## src/rtl/boss_pkg.sv

```systemverilog
// -----------------------------------------------------------------------------
// boss_pkg
// Shared definitions for the boss controller: FSM state encoding, spawn point,
// per-phase waypoints and the phase encoding driven onto the `phase` output.
// Helper functions map a state to its phase code and waypoint coordinates.
// -----------------------------------------------------------------------------
package boss_pkg;

    typedef enum logic [2:0] {
        IDLE = 3'd0,
        P1   = 3'd1,
        P2   = 3'd2,
        P3   = 3'd3,
        DEAD = 3'd4
    } boss_state_t;

    localparam int SPAWN_X = 0;
    localparam int SPAWN_Y = 75;

    localparam int WP1_X = 220;
    localparam int WP1_Y = 75;
    localparam int WP2_X = 220;
    localparam int WP2_Y = 240;
    localparam int WP3_X = 440;
    localparam int WP3_Y = 240;

    localparam logic [1:0] PH_NONE = 2'd0;
    localparam logic [1:0] PH_1    = 2'd1;
    localparam logic [1:0] PH_2    = 2'd2;
    localparam logic [1:0] PH_3    = 2'd3;

    function automatic logic [1:0] phase_of(input boss_state_t s);
        case (s)
            P1:      return PH_1;
            P2:      return PH_2;
            P3:      return PH_3;
            default: return PH_NONE;
        endcase
    endfunction

    function automatic int wp_x(input boss_state_t s);
        case (s)
            P2:      return WP2_X;
            P3:      return WP3_X;
            default: return WP1_X;
        endcase
    endfunction

    function automatic int wp_y(input boss_state_t s);
        case (s)
            P2:      return WP2_Y;
            P3:      return WP3_Y;
            default: return WP1_Y;
        endcase
    endfunction

endpackage

```

## src/rtl/boss_axis_step.sv

```systemverilog
// -----------------------------------------------------------------------------
// boss_axis_step
// One axis of boss movement. On a tick the position steps STEP pixels toward
// the target, snapping onto it when within STEP, so it never overshoots or
// wraps. The distance is formed at W+1 bits so its sign is explicit.
// Ports:
//   pos       - current coordinate
//   target    - waypoint coordinate for this axis
//   tick      - move strobe
//   next_pos  - coordinate after this cycle's (possible) step
//   at_target - pos currently equals target
// -----------------------------------------------------------------------------
module boss_axis_step #(
    parameter int W    = 10,
    parameter int STEP = 1
) (
    input  logic [W-1:0] pos,
    input  logic [W-1:0] target,
    input  logic         tick,
    output logic [W-1:0] next_pos,
    output logic         at_target
);

    localparam logic [W:0] L_STEP = (W+1)'(STEP);

    function automatic logic [W:0] abs_dist(input logic signed [W:0] d);
        return d[W] ? $unsigned(-d) : $unsigned(d);
    endfunction

    logic signed [W:0] w_diff;
    logic [W:0]        w_mag;

    always_comb begin
        w_diff   = $signed({1'b0, target}) - $signed({1'b0, pos});
        w_mag    = abs_dist(w_diff);
        next_pos = pos;
        if (tick) begin
            if (w_mag <= L_STEP) begin
                next_pos = target;
            end else if (w_diff[W]) begin
                next_pos = pos - W'(STEP);
            end else begin
                next_pos = pos + W'(STEP);
            end
        end
        at_target = (pos == target);
    end

endmodule

```

## src/rtl/boss_path.sv

```systemverilog
// -----------------------------------------------------------------------------
// boss_path
// Boss controller: spawns the boss when every enemy slot is clear and HP is in
// range, walks it toward a per-phase waypoint at a programmable rate, and
// advances phases monotonically as HP falls below TH1/TH2. HP of zero kills
// the boss, which then stays dead until reset.
// Optional feature macro: BOSS_FLASH_EN (hit flash of FLASH_CYC cycles).
// Ports:
//   clk22   - game clock
//   rst     - asynchronous active-high reset
//   enm     - enemy-alive flags, one per slot
//   bosshp  - current boss HP
//   bossx/y - boss sprite position (registered)
//   boss    - boss active/visible (registered)
//   phase   - 0 none, 1..3 current phase (registered)
//   arrived - position equalled the active waypoint last cycle (registered)
//   flash   - hit flash (constant 0 without BOSS_FLASH_EN)
// -----------------------------------------------------------------------------
module boss_path
    import boss_pkg::*;
#(
    parameter int W         = 10,
    parameter int HP_W      = 10,
    parameter int N_ENM     = 4,
    parameter int HP_MAX    = 450,
    parameter int TH1       = 300,
    parameter int TH2       = 150,
    parameter int STEP      = 1,
    parameter int MOVE_DIV  = 1,
    parameter int FLASH_CYC = 8
) (
    input  logic             clk22,
    input  logic             rst,
    input  logic [N_ENM-1:0] enm,
    input  logic [HP_W-1:0]  bosshp,
    output logic [W-1:0]     bossx,
    output logic [W-1:0]     bossy,
    output logic             boss,
    output logic [1:0]       phase,
    output logic             arrived,
    output logic             flash
);

    localparam logic [HP_W-1:0] L_HP_MAX = HP_W'(HP_MAX);
    localparam logic [HP_W-1:0] L_TH1    = HP_W'(TH1);
    localparam logic [HP_W-1:0] L_TH2    = HP_W'(TH2);
    localparam int              DIV_W    = (MOVE_DIV > 1) ? $clog2(MOVE_DIV) : 1;
    localparam logic [DIV_W-1:0] L_DIV_LAST = DIV_W'(MOVE_DIV - 1);

    boss_state_t      r_state;
    boss_state_t      w_state_nxt;
    logic [W-1:0]     r_x, r_y;
    logic [W-1:0]     w_tgt_x, w_tgt_y;
    logic [W-1:0]     w_x_step, w_y_step;
    logic             w_at_x, w_at_y;
    logic [DIV_W-1:0] r_div;
    logic             w_tick;
    logic             w_spawn;
    logic             w_active_nxt;
    logic             r_boss;
    logic [1:0]       r_phase;
    logic             r_arrived;

    // Next-state: phases only move forward; P3 can be reached straight from P1.
    always_comb begin
        w_spawn     = (enm == '0) && (bosshp != '0) && (bosshp <= L_HP_MAX);
        w_state_nxt = r_state;
        case (r_state)
            IDLE: begin
                if (w_spawn) begin
                    w_state_nxt = P1;
                end
            end
            P1, P2, P3: begin
                if (bosshp == '0) begin
                    w_state_nxt = DEAD;
                end else if (bosshp <= L_TH2) begin
                    w_state_nxt = P3;
                end else if ((bosshp <= L_TH1) && (r_state == P1)) begin
                    w_state_nxt = P2;
                end
            end
            default: w_state_nxt = r_state;
        endcase
        w_active_nxt = (w_state_nxt == P1) || (w_state_nxt == P2) || (w_state_nxt == P3);
        // Target follows the next state so a tick coinciding with a phase
        // change already steps toward the new waypoint.
        w_tgt_x = W'(wp_x(w_state_nxt));
        w_tgt_y = W'(wp_y(w_state_nxt));
        w_tick  = (r_div == L_DIV_LAST);
    end

    boss_axis_step #(.W(W), .STEP(STEP)) u_step_x (
        .pos       (r_x),
        .target    (w_tgt_x),
        .tick      (w_tick),
        .next_pos  (w_x_step),
        .at_target (w_at_x)
    );

    boss_axis_step #(.W(W), .STEP(STEP)) u_step_y (
        .pos       (r_y),
        .target    (w_tgt_y),
        .tick      (w_tick),
        .next_pos  (w_y_step),
        .at_target (w_at_y)
    );

    // State, position, divider and registered outputs.
    always_ff @(posedge clk22 or posedge rst) begin
        if (rst) begin
            r_state   <= IDLE;
            r_x       <= W'(SPAWN_X);
            r_y       <= W'(SPAWN_Y);
            r_div     <= '0;
            r_boss    <= 1'b0;
            r_phase   <= PH_NONE;
            r_arrived <= 1'b0;
        end else begin
            r_state   <= w_state_nxt;
            r_boss    <= w_active_nxt;
            r_phase   <= phase_of(w_state_nxt);
            r_arrived <= w_active_nxt && (r_state != IDLE) && w_at_x && w_at_y;
            if (r_state == IDLE) begin
                if (w_spawn) begin
                    r_x   <= W'(SPAWN_X);
                    r_y   <= W'(SPAWN_Y);
                    r_div <= '0;
                end
            end else if (w_state_nxt == DEAD) begin
                r_x   <= '0;
                r_y   <= '0;
                r_div <= '0;
            end else begin
                r_x   <= w_x_step;
                r_y   <= w_y_step;
                r_div <= w_tick ? '0 : (r_div + DIV_W'(1));
            end
        end
    end

    assign bossx   = r_x;
    assign bossy   = r_y;
    assign boss    = r_boss;
    assign phase   = r_phase;
    assign arrived = r_arrived;

`ifdef BOSS_FLASH_EN
    localparam int FL_W = $clog2(FLASH_CYC + 1);

    logic [HP_W-1:0] r_hp_prev;
    logic [FL_W-1:0] r_fcnt;
    logic            r_flash;

    // Counter holds the remaining flash cycles after the current one; a new
    // hit reloads it so the flash always lasts FLASH_CYC cycles past the hit.
    always_ff @(posedge clk22 or posedge rst) begin
        if (rst) begin
            r_hp_prev <= '0;
            r_fcnt    <= '0;
            r_flash   <= 1'b0;
        end else begin
            r_hp_prev <= bosshp;
            if (w_state_nxt == DEAD) begin
                r_fcnt  <= '0;
                r_flash <= 1'b0;
            end else if (((r_state == P1) || (r_state == P2) || (r_state == P3))
                         && (bosshp < r_hp_prev)) begin
                r_fcnt  <= FL_W'(FLASH_CYC - 1);
                r_flash <= 1'b1;
            end else if (r_fcnt != '0) begin
                r_fcnt  <= r_fcnt - FL_W'(1);
                r_flash <= 1'b1;
            end else begin
                r_flash <= 1'b0;
            end
        end
    end

    assign flash = r_flash;
`else
    logic w_unused_cfg;
    assign w_unused_cfg = (FLASH_CYC != 0);
    assign flash        = 1'b0;
`endif

endmodule

```

## config.mk

```make
export PLATFORM = sky130hd
export DESIGN_NAME = boss_path
export DESIGN_NICKNAME = d
export VERILOG_FILES = /design/src/rtl/boss_pkg.sv /design/src/rtl/boss_axis_step.sv /design/src/rtl/boss_path.sv
export SDC_FILE = /design/constraint.sdc
export NUM_CORES = 1
export LEC_CHECK = 0
export ABC_AREA = 0
export BUFFER_PORTS_ARGS = -buffer_cell sky130_fd_sc_hd__buf_2
export CAP_MARGIN = 10
export CORE_AREA = 2 2 78 80
export DETAILED_ROUTE_END_ITERATION = 16
export DIE_AREA = 0 0 80 82
export HOLD_SLACK_MARGIN = 0.03
export PLACE_DENSITY = 0.87
export SYNTH_ARGS = -nofsm -noshare
export SYNTH_HDL_FRONTEND = slang
export SYNTH_SLANG_ARGS = --single-unit
```

## constraint.sdc

```tcl
create_clock -name clk22 -period 6.91 [get_ports clk22]
set_clock_uncertainty 0.15 [all_clocks]
set_input_delay 1.0365 -clock clk22 [delete_from_list [all_inputs] [get_ports clk22]]
set_output_delay 1.0365 -clock clk22 [all_outputs]
set_load 0.02 [all_outputs]
```

==> results of run 1 <==
metal layers:
layer / vias to the layer above / part of all wire [%]
li1: 1603 / -
met1: 1566 / 45
met2: 132 / 49
met3: 11 / 5.2
met4: 0 / 1.3
met5: - / 0
through the flow:
step	area [um^2]	setup slack, ns	std cells
global route	3640	0.471	525
floorplan	3330	1.25	414
detailed placement	3590	0.731	521
finish	3640	0.964	525
global placement	3590	0.964	521
CTS	3640	1.03	525
area by class of cell:
| cell class | instances | area, um^2 |
|---|---|---|
| Clock buffer | 3 | 41.3 |
| Clock inverter | 1 | 7.51 |
| Fill cell | 488 | 2100 |
| Inverter | 33 | 124 |
| Multi-Input combinational cell | 342 | 2460 |
| Sequential cell | 27 | 681 |
| Tap cell | 75 | 93.8 |
| Timing Repair Buffer | 44 | 233 |
cell usage after synthesis, types with 5 or more instances:
| cell type | count | area (um^2) |
|---|---|---|
| xnor2_1 | 14 | 123 |
| a22o_1 | 5 | 43.8 |
| nor3_1 | 13 | 65.1 |
| o211a_1 | 6 | 60.1 |
| nor2_1 | 29 | 109 |
| o211ai_1 | 9 | 67.6 |
| mux2i_1 | 5 | 50.1 |
| ha_1 | 30 | 375 |
| xor2_1 | 9 | 78.8 |
| nand2_1 | 43 | 161 |
| a21oi_1 | 30 | 150 |
| nand2b_1 | 8 | 50.1 |
| nand3_1 | 11 | 55.1 |
| dfrtp_1 | 23 | 576 |
| inv_1 | 32 | 120 |
| a21o_1 | 8 | 60.1 |
| o21ai_0 | 18 | 90.1 |
critical path, cell delays in order:
cell,delay (ns)
buf_2,0.11
or4b_1,0.50
o21ai_0,0.18
a21oi_1,0.11
nor3_1,0.45
ha_1,0.29
inv_1,0.06
fa_1,0.51
nand3b_4,0.16
a21oi_1,0.10
o31ai_2,0.73
ha_1,0.37
a21o_1,0.17
a21oi_1,0.20
o21ai_0,0.11
a21oi_1,0.23
o21ai_0,0.18
nand3_1,0.12
nand2_1,0.09
mux2i_1,0.16
o211ai_1,0.09
state kept, by name, summed over array words and instances (netlist names):
register / cells
arrived: 1
bossx: 10
r_state: 3
bossy: 10
boss: 1
phase: 2
worst max path at each step:
stage                     startpoint        to  slack, ns  cells past startpoint
after floorplan            bosshp[9]  bossy[9]       1.25                     20
after global placement     bosshp[2]  bossx[9]       0.96                     23
after detailed placement   bosshp[1]  bossy[9]       0.73                     23
after CTS                  bosshp[1]  bossy[9]       1.03                     23
after global routing       bosshp[1]  bossy[9]       0.47                     23
final                      bosshp[9]  bossy[9]       0.96                     21
cell families after synthesis:
family / synth area share (%)
AOI/OAI and AO/OA: 28.7
and+or+nand+nor: 24.1
DFF: 20.4
adders and majority gates: 13.1
buffers and inverters: 5.71
other: 0.113
xor gates and xnor gates: 6.04
muxes: 1.84
==> impl_metrics.yaml, run 1 <==
run_status:
  status: "completed"
drt:
  drc_errors: 0
  drtIter0Drc: 196
  drt_pass1_iterations: 5
  postRouteAntennaNets: 0
  vias: 3312
  wl_per_cell_um: 15.8
  viasPerCell: 6.31
  routed_wl_mm: 8.31
synth:
  syn_avg_cell_area_um2: 8.05
  synthArstFlopShare_pct: 100
  ys.flop_type: "dfrtp_1"
  synth_nets: 463
  yosysUniqueCellTypes: 83
  synthCells: 414
  synth_edf_count: 0
  synth.cell_area_um2: 3330
  synth_seq_cells: 27
  ys_seq_area_share_pct: 20.4
  synth_warnings: 0
floorplan:
  die_area_um2: 6560
  start_util_pct: 58.0
  dieWidth_um: 80
  coreArea_um2: 5750
  die_h_um: 82
  rows: 28
  ioPinCount: 41
worst_hold_path:
  min_from: "bossx[6]"
  hold_end: "bossx[6]"
  hp-class: "reg -> reg"
  min_delay_path_depth: 1
final_layout:
  synthToLayoutAreaGrowth_pct: 9.27
  mostFrequentLayoutCells: "nand2_1 (43), buf_2 (39), inv_1 (32), a21oi_1 (30), ha_1 (30)"
  layout_commonest_cell: "nand2_1"
  diodes: 0
  drive_gt1_share_pct: 16.7
  final_core_util_pct: 63.4
  fin_nets: 500
global_routing:
  grtUsageTotal_pct: 26.9
  overflow: 0
  use_met2_pct: 46.2
  grt_pass1_vias: 3147
  grt.busiest_layer: "met2"
  antenna_found_initial: 0
  grt_pass1_wl_mm: 14.2
  use_met3_pct: 2.20
  grt_use_met1_pct: 36.0
  grt_max_degree: 28
setup_path:
  startpoint_type: "input pin"
  r2r_slack_ns: 1.32
  worstReg2RegEnd: "bossy[9]"
  critPathKind: "in -> reg"
  path_max_fanout: 11
  cp-end-kind: "flip-flop"
  required_ns: 6.91
  crit_arrival_ns: 5.95
  r2r_cells: 20
  r2r_start: "r_state[1]"
placed_design:
  numPortBuffers: 39
  finalWeightedCongestion: 0.943
  place_hpwl_mm: 6.49
sta:
  fin_hold_ws_ns: 0.430
  timing.slew.headroom_pct: 30.5
  min_period_ns: 5.95
  grt_setup_unrepaired: "false"
  tns_ns: 0
  setup_violations: 0
  hold_viol_final: 0
  slew_violations: 0
  worst_pin_slew_ns: 1.04
  period_share_pct: 86.1
  max_freq_mhz: 168
clocking:
  cts_resized: 0
  root_buffer: "clkbuf_8"
  cts_buffers: 3
  postCtsSetupBuffers: 0
  hold_buffers: 0
  clock_sinks: 27
  cts_tree: "done"
  clkTransAtPathRegs_ns: 0.10
  worstSkewPairLatency_ns: 0.27
  cts_max_path_buffers: 2
  cts.htree.levels: 1
job:
  maxCapViolCount: 0
Power of run 1 is not shown: default switching activity piles up to over one toggle a cycle in this logic, so the estimate is an artifact.
==> inputs of run 2 (changes only) <==
--- a/config.mk
+++ b/config.mk
@@ -8,11 +8,12 @@
 export ABC_AREA = 0
 export BUFFER_PORTS_ARGS = -buffer_cell sky130_fd_sc_hd__buf_2
 export CAP_MARGIN = 10
-export CORE_AREA = 2 2 78 80
+export CORE_AREA = 2 2 81 83
 export DETAILED_ROUTE_END_ITERATION = 16
-export DIE_AREA = 0 0 80 82
+export DIE_AREA = 0 0 83 85
 export HOLD_SLACK_MARGIN = 0.03
-export PLACE_DENSITY = 0.87
+export PLACE_DENSITY = 0.82
+export SKIP_LAST_GASP = 1
 export SYNTH_ARGS = -nofsm -noshare
 export SYNTH_HDL_FRONTEND = slang
 export SYNTH_SLANG_ARGS = --single-unit
==> run 2 against run 1 <==
Wire length increased by 3.1%; global-route usage decreased by 2.1 points; sequential share of layout area unchanged.
==> impl_metrics.yaml, run 2 (synthesis gave the netlist of run 1 again) <==
run_status:
  status: "completed"
clocking:
  clkTransAtPathRegs_ns: 0.10
  cts_buffers: 3
  cts.htree.levels: 1
  worstSkewPairLatency_ns: 0.27
  cts_max_path_buffers: 2
  clock_sinks: 27
  root_buffer: "clkbuf_8"
  cts_tree: "done"
  hold_buffers: 0
  cts_resized: 0
  postCtsSetupBuffers: 0
floorplan:
  rows: 29
  ioPinCount: 41
  coreArea_um2: 6200
  dieWidth_um: 83
  start_util_pct: 53.7
  die_area_um2: 7060
  die_h_um: 85
worst_hold_path:
  min_from: "bossx[2]"
  min_delay_path_depth: 1
  hold_end: "bossx[2]"
  hp-class: "reg -> reg"
sta:
  max_freq_mhz: 168
  worst_pin_slew_ns: 1.05
  min_period_ns: 5.97
  tns_ns: 0
  period_share_pct: 86.4
  slew_violations: 0
  setup_violations: 0
  grt_setup_unrepaired: "false"
  timing.slew.headroom_pct: 29.9
  hold_viol_final: 0
placed_design:
  numPortBuffers: 39
  finalWeightedCongestion: 0.978
  place_hpwl_mm: 6.66
setup_path:
  cp-end-kind: "flip-flop"
  r2r_slack_ns: 1.31
  path_max_fanout: 11
  r2r_start: "r_state[2]"
  crit_arrival_ns: 5.97
  r2r_cells: 20
  startpoint_type: "input pin"
  critPathKind: "in -> reg"
  required_ns: 6.92
  worstReg2RegEnd: "bossy[8]"
global_routing:
  overflow: 0
  grt_pass1_vias: 3224
  grt_pass1_wl_mm: 14.9
  antenna_found_initial: 0
  grt_max_degree: 28
  grtUsageTotal_pct: 24.8
final_layout:
  fin_nets: 500
  synthToLayoutAreaGrowth_pct: 9.27
  diodes: 0
  layout_commonest_cell: "nand2_1"
  mostFrequentLayoutCells: "nand2_1 (43), buf_2 (39), inv_1 (32), a21oi_1 (30), ha_1 (30)"
  drive_gt1_share_pct: 16.7
drt:
  wl_per_cell_um: 16.3
  postRouteAntennaNets: 0
  drtIter0Drc: 210
  drt_pass1_iterations: 5
  vias: 3304
  routed_wl_mm: 8.56
  drc_errors: 0
  viasPerCell: 6.27
job:
  maxCapViolCount: 0
[run 2: how the worst max path moves through the flow]
stage | startpoint | endpoint | cells past startpoint
detailed placement | bosshp[9] | bossy[9] | 21
finish | bosshp[9] | bossy[8] | 21
global route | bosshp[0] | bossy[9] | 23
floorplan | bosshp[9] | bossy[9] | 20
CTS | bosshp[9] | bossy[8] | 21
global placement | bosshp[2] | bossx[8] | 24
[run 2: per-layer routing]
| metal | GRT usage [%] | up-vias | routed length (um) |
|---|---|---|---|
| met5 | 0 | - | 0 |
| met3 | 1.85 | 12 | 356 |
| met1 | 33.4 | 1579 | 3860 |
| met4 | 7.45 | 0 | 127 |
| met2 | 42.8 | 109 | 4220 |
| li1 | - | 1604 | - |
[run 2: final cells by class]
type,count,area [um^2]
fillers,524,2560
clock inverters,1,5.00
multi-input cells,342,2460
well taps,77,96.3
inverters,33,124
repair buffers,44,233
flip-flops and latches,27,681
clock buffers,3,41.3
[run 2: metrics by stage]
stage | hold WS, ns | cells | setup slack [ns] | cell area [um^2] | utilization, %
finish | 0.456 | 527 | 0.941 | 3640 | 58.7
global route | 0.501 | 527 | 0.463 | 3640 | 58.7
CTS | 0.445 | 527 | 1.03 | 3640 | 58.7
detailed placement | 0.426 | 523 | 0.760 | 3600 | 58.0
global placement | 0.406 | 523 | 0.950 | 3600 | 58.0
floorplan | 0.473 | 414 | 1.25 | 3330 | -
[run 2: critical path: stages]
cell and delay [ns]:
buf_2 0.12, or4b_1 0.52, o21ai_0 0.20, a21oi_1 0.12, nor3_1 0.45, ha_1 0.28, inv_1 0.06, fa_1 0.52
nand3b_4 0.16, a21oi_1 0.11, o31ai_2 0.70, buf_4 0.28, ha_1 0.23, inv_1 0.10, o21ai_0 0.14, a21o_1 0.20
a21oi_1 0.22, o21bai_1 0.10, a21oi_1 0.18, xor2_1 0.17, o21ai_1 0.07
Power of run 2 is left out for the same reason.
